$ cat src/rtl/ysyx_23060180_lsu.sv
// Memory-stage load/store unit: one aligned word access per request over a gnt/rvalid
// data-memory handshake, returning extended load data or a store completion pulse.
module ysyx_23060180_lsu #(
  parameter int ADDR_W = 32,
  parameter int DATA_W = 32
) (
  input  logic              clk,
  input  logic              rstn_in,
  input  logic              req_valid,
  output logic              req_ready,
  input  logic              req_load,
  input  logic              req_store,
  input  logic [2:0]        req_func3,
  input  logic [ADDR_W-1:0] req_addr,
  input  logic [DATA_W-1:0] req_wdata,
  input  logic [4:0]        req_rd,
  output logic              dmem_req,
  output logic              dmem_we,
  output logic [ADDR_W-1:0] dmem_addr,
  output logic [DATA_W-1:0] dmem_wdata,
  output logic [3:0]        dmem_wstrb,
  input  logic              dmem_gnt,
  input  logic              dmem_rvalid,
  input  logic [DATA_W-1:0] dmem_rdata,
  output logic              resp_valid,
  output logic              resp_we,
  output logic [4:0]        resp_rd,
  output logic [DATA_W-1:0] resp_data,
  output logic              err_valid,
  output logic              err_cause
);

  typedef enum logic [1:0] {S_IDLE, S_REQ, S_WAIT, S_RESP} state_t;

  state_t              r_state;
  state_t              w_state_next;
  logic                r_load;
  logic [2:0]          r_func3;
  logic [1:0]          r_off;
  logic [4:0]          r_rd;
  logic                r_we;
  logic [ADDR_W-1:0]   r_addr;
  logic [DATA_W-1:0]   r_wdata;
  logic [3:0]          r_wstrb;
  logic [DATA_W-1:0]   r_rdata;
  logic                r_err_valid;
  logic                r_err_cause;

  logic                w_accept;
  logic                w_illegal;
  logic                w_misaligned;
  logic                w_go;
  logic [3:0]          w_wstrb;
  logic [DATA_W-1:0]   w_wdata;
  logic [DATA_W-1:0]   w_shifted;
  logic [DATA_W-1:0]   w_load_ext;

  assign req_ready = (r_state == S_IDLE);
  assign w_accept  = req_valid & req_ready;

  // Loads reject 011/11x, stores reject 1xx/011; exactly one of load/store must be set.
  assign w_illegal = (req_load == req_store)
                   | (req_load  & ((req_func3 == 3'b011) | (req_func3[2:1] == 2'b11)))
                   | (req_store & (req_func3[2] | (req_func3[1:0] == 2'b11)));

  assign w_misaligned = ((req_func3[1:0] == 2'b01) & req_addr[0])
                      | ((req_func3[1:0] == 2'b10) & (req_addr[1:0] != 2'b00));

  assign w_go = w_accept & ~w_illegal & ~w_misaligned;

  always_comb begin
    w_wstrb = 4'b0000;
    w_wdata = req_wdata;
    if (req_store) begin
      case (req_func3[1:0])
        2'b00: begin
          w_wstrb = 4'b0001 << req_addr[1:0];
          w_wdata = {4{req_wdata[7:0]}};
        end
        2'b01: begin
          w_wstrb = 4'b0011 << {req_addr[1], 1'b0};
          w_wdata = {2{req_wdata[15:0]}};
        end
        default: w_wstrb = 4'b1111;
      endcase
    end
  end

  // Halfword offsets are always even here, so one byte-granular shift serves both widths.
  assign w_shifted = dmem_rdata >> {r_off, 3'b000};

  always_comb begin
    case (r_func3)
      3'b000:  w_load_ext = {{24{w_shifted[7]}}, w_shifted[7:0]};
      3'b100:  w_load_ext = {24'd0, w_shifted[7:0]};
      3'b001:  w_load_ext = {{16{w_shifted[15]}}, w_shifted[15:0]};
      3'b101:  w_load_ext = {16'd0, w_shifted[15:0]};
      default: w_load_ext = dmem_rdata;
    endcase
  end

  always_comb begin
    w_state_next = r_state;
    case (r_state)
      S_IDLE: if (w_go) w_state_next = S_REQ;
      S_REQ:  if (dmem_gnt) w_state_next = r_load ? S_WAIT : S_RESP;
      S_WAIT: if (dmem_rvalid) w_state_next = S_RESP;
      S_RESP: w_state_next = S_IDLE;
      default: w_state_next = S_IDLE;
    endcase
  end

  always_ff @(posedge clk or negedge rstn_in) begin
    if (!rstn_in) begin
      r_state     <= S_IDLE;
      r_load      <= 1'b0;
      r_func3     <= 3'd0;
      r_off       <= 2'd0;
      r_rd        <= 5'd0;
      r_we        <= 1'b0;
      r_addr      <= '0;
      r_wdata     <= '0;
      r_wstrb     <= 4'd0;
      r_rdata     <= '0;
      r_err_valid <= 1'b0;
      r_err_cause <= 1'b0;
    end else begin
      r_state     <= w_state_next;
      r_err_valid <= w_accept & (w_illegal | w_misaligned);
      r_err_cause <= w_accept & w_illegal;
      if (w_go) begin
        r_load  <= req_load;
        r_func3 <= req_func3;
        r_off   <= req_addr[1:0];
        r_rd    <= req_rd;
        r_we    <= req_store;
        r_addr  <= {req_addr[ADDR_W-1:2], 2'b00};
        r_wdata <= w_wdata;
        r_wstrb <= w_wstrb;
      end
      if ((r_state == S_WAIT) && dmem_rvalid) begin
        r_rdata <= w_load_ext;
      end
    end
  end

  // Request and response strobes come straight from the state register so an
  // asynchronous reset withdraws them immediately.
  assign dmem_req   = (r_state == S_REQ);
  assign dmem_we    = r_we;
  assign dmem_addr  = r_addr;
  assign dmem_wdata = r_wdata;
  assign dmem_wstrb = r_wstrb;

  assign resp_valid = (r_state == S_RESP);
  assign resp_we    = resp_valid & r_load;
  assign resp_rd    = resp_we ? r_rd : 5'd0;
  assign resp_data  = resp_we ? r_rdata : '0;

  assign err_valid  = r_err_valid;
  assign err_cause  = r_err_cause;

endmodule

$ cat config.mk
export PLATFORM = sky130hd
export DESIGN_NAME = ysyx_23060180_lsu
export DESIGN_NICKNAME = d
export VERILOG_FILES = /design/src/rtl/ysyx_23060180_lsu.sv
export SDC_FILE = /design/constraint.sdc
export NUM_CORES = 1
export LEC_CHECK = 0
export CAP_MARGIN = 20
export CORE_MARGIN = 8
export CORE_UTILIZATION = 44
export DETAILED_ROUTE_END_ITERATION = 10
export GPL_TIMING_DRIVEN = 0
export PLACE_DENSITY = 0.78
export SYNTH_ARGS = -nofsm -noshare
export SYNTH_HDL_FRONTEND = slang
export SYNTH_SLANG_ARGS = --single-unit
$ cat constraint.sdc
create_clock -name clk -period 2.7 [get_ports clk]
set_clock_uncertainty 0.2 [all_clocks]
set_input_delay 0.405 -clock clk [delete_from_list [all_inputs] [get_ports clk]]
set_output_delay 0.405 -clock clk [all_outputs]
set_load 0.005 [all_outputs]
==> flow_summary.json <==
{
  "outcome": "finished clean",
  "cap_violations": 0,
  "gp_congestion": 0.946,
  "met3WireLength_mm": 2.27,
  "antenna_found_initial": 0,
  "max_freq_ghz": 0.380,
  "syn_inst": 510,
  "avgSynthCellArea_um2": 11.2,
  "die-width_um": 130,
  "synth_top_area_frac": 0.500,
  "grt_pass1_vias": 5425,
  "relSlewSlack": 0.394,
  "numPortBuffers": 218,
  "synthTopCellsByArea": "dfrtp_1 50%, mux2_2 15%, mux2i_1 5.4%",
  "cts_buffers": 17,
  "hold_class": "in -> reg",
  "initial_utilization": 0.451,
  "cts.clk_slew.worst_paths_ns": 0.05,
  "rows": 41,
  "yosysWarnings": 0,
  "cellPowerDensity_mw_per_mm2": 977,
  "slew_viol_final": 0,
  "fin_crit_sh": 0.976,
  "nets": 869,
  "async_flop_share": 1.00,
  "cts_sinks": 114,
  "cts_tree": "done",
  "grt_first_pass_wirelength_mm": 29.6,
  "die-area_mm2": 0.0169,
  "dieHeight_um": 130,
  "setup_violations": 0,
  "synth-edff-count": 0,
  "fin_crit_ns": 2.63,
  "netlist_top_cells_count": "114 x dfrtp_1, 75 x mux2_2, 38 x a21oi_1",
  "synth_seq_cells": 114,
  "layout-drive-gt1-share": 0.188,
  "synthToLayoutAreaGrowth_pct": 52.9,
  "fin_hold_ws_ns": 0.0465,
  "worstSetupStartpointType": "register",
  "wl_met1_mm": 7.58,
  "worstPathRequired_ns": 2.10,
  "worst_ir_drop_vdd_mv": 0.565,
  "yosysSeqAreaShare": 0.500,
  "syn-cell-area_mm2": 0.00571,
  "drt_iter0_markers": 363,
  "diodes": 0,
  "leakagePower_uw": 0.00385,
  "worstPathArrival_ns": 2.03,
  "insertion_delay_ns": 0.41,
  "top_layer": "met4",
  "hold_viol_final": 0,
  "remaining_drc_errors": 0,
  "cts-root-buf": "clkbuf_16",
  "crit_fanout": 10,
  "h-tree-depth": 4,
  "post-dp-hpwl_mm": 14.7,
  "vias": 4992,
  "synth_top_cell_by_area": "dfrtp_1",
  "overflow": 0,
  "routed_wl_mm": 19.2,
  "path_class": "reg -> out",
  "synth_most_common_cell": "dfrtp_1",
  "post_drt_wl_per_cell_um": 20.5,
  "clockBufferDepth": 2,
  "first_pass_iters": 6,
  "viasPerCell": 5.33,
  "routed-wl-met2_mm": 8.90,
  "io_pins": 223,
  "grt_max_degree": 68,
  "ant_nets": 0,
  "tightestPinTransition_ns": 0.909,
  "nFillCells": 969,
  "cp-end-kind": "primary output",
  "grtUsageTotal": 0.232,
  "synth_cell_types": 37,
  "core_area_mm2": 0.0127,
  "synth-main-ff-cell": "dfrtp_1",
  "p_total_uw": 8520
}
==> worst max-delay path, cell delays in order (launching register included) <==
cell	delay, ns
dfrtp_1	0.40
ha_4	0.18
clkbuf_8	0.19
clkbuf_4	0.18
and3_1	0.17
clkdlybuf4s50_1	0.50
==> repair_timing <==
| action | 4_1_cts | 5_1_grt |
|---|---|---|
| gates resized for setup | 10 | 3 |
| hold buffers | 1 | 0 |
| setup buffers | 1 | 2 |
| endpoints found under the setup margin | 38 | 19 |
| endpoints found under the hold margin | 66 | 0 |
| gates cloned | 0 | 0 |
==> metal layers <==
layer  up-vias  track usage
li1       2305            -
met1      2414        0.261
met2       242        0.369
met3        31        0.108
met4         0        0.102
met5         -            0
==> report_power, final <==
part | switching, uW | internal (uW) | leakage (uW)
clock network | 730 | 1260 | 0.000260
logic | 1580 | 2040 | 0.00218
registers | 444 | 2480 | 0.00141
==> cells by family (layout without fill, tap and decap cells) <==
group | after synthesis | in the layout | synth area share
simple gates | 104 | 104 | 0.0936
fa+ha+maj | 5 | 5 | 0.0110
other cells | 1 | 2 | 0.000657
xor+xnor | 1 | 1 | 0.00153
buf+inv | 60 | 314 | 0.0506
compound gates | 108 | 108 | 0.112
mux | 117 | 117 | 0.231
flops | 114 | 114 | 0.500
==> state kept, by name, summed over array words and instances (netlist names), 2 cells and up <==
signal      cells
dmem_wdata     32
r_rdata        32
dmem_addr      30
r_rd            5
dmem_wstrb      4
r_func3         3
r_off           2
r_state         2
==> per-stage QoR <==
step                      instance area [um^2]  instances  setup TNS, ns  setup slack [ns]  utilization
after CTS                                 8710        935              0           0.00803        0.687
after global routing                      8730        937        -0.0299           -0.0107        0.689
after floorplan                           5710        511              0             0.635            -
after global placement                    8110        901        -378.64             -3.32        0.640
final                                     8730        937              0            0.0659        0.689
after detailed placement                  8140        902          -2.83            -0.141        0.642
==> placed cells by master, fill, tap and decap left out, types with 4 or more instances in the layout <==
cell type,n
clkdlybuf4s50_1,217
dfrtp_1,113
mux2_2,75
a21oi_1,38
and3_1,37
nor2_1,34
mux2i_1,31
clkbuf_1,25
o22ai_1,25
o21ai_0,25
nand2_1,20
clkbuf_16,17
inv_1,16
buf_4,13
mux2_4,10
o2bb2ai_1,7
buf_2,6
a2bb2oi_1,6
clkbuf_8,5
ha_1,4
clkinv_2,4
==> worst paths after layout <==
path | depth (start not counted) | endpoint | from | slack, ns
setup / recovery | 5 | resp_data[27] | r_state[1] | 0.07
hold / removal | 2 | dmem_we | req_load | 0.05
setup reg to reg | 8 | dmem_addr[21] | r_state[0] | 0.29
hold reg to reg | 2 | r_rdata[5] | r_rdata[5] | 0.27
max in group asynchronous | 3 | r_rd[2] | rstn_in | 1.07
min in group asynchronous | 2 | r_rdata[4] | rstn_in | 0.50
==> cell type report <==
type	count	area (um^2)	share of cell area
flip-flops and latches	114	2850	0.327
repair buffers	223	2240	0.257
clock inverters	5	27.5	0.00315
clock buffers	26	499	0.0572
multi-input cells	337	2580	0.296
well taps	172	215	0.0247
plain buffers	44	248	0.0284
inverters	16	60.1	0.00688
Note: power is estimated with default switching activity, not from simulation.
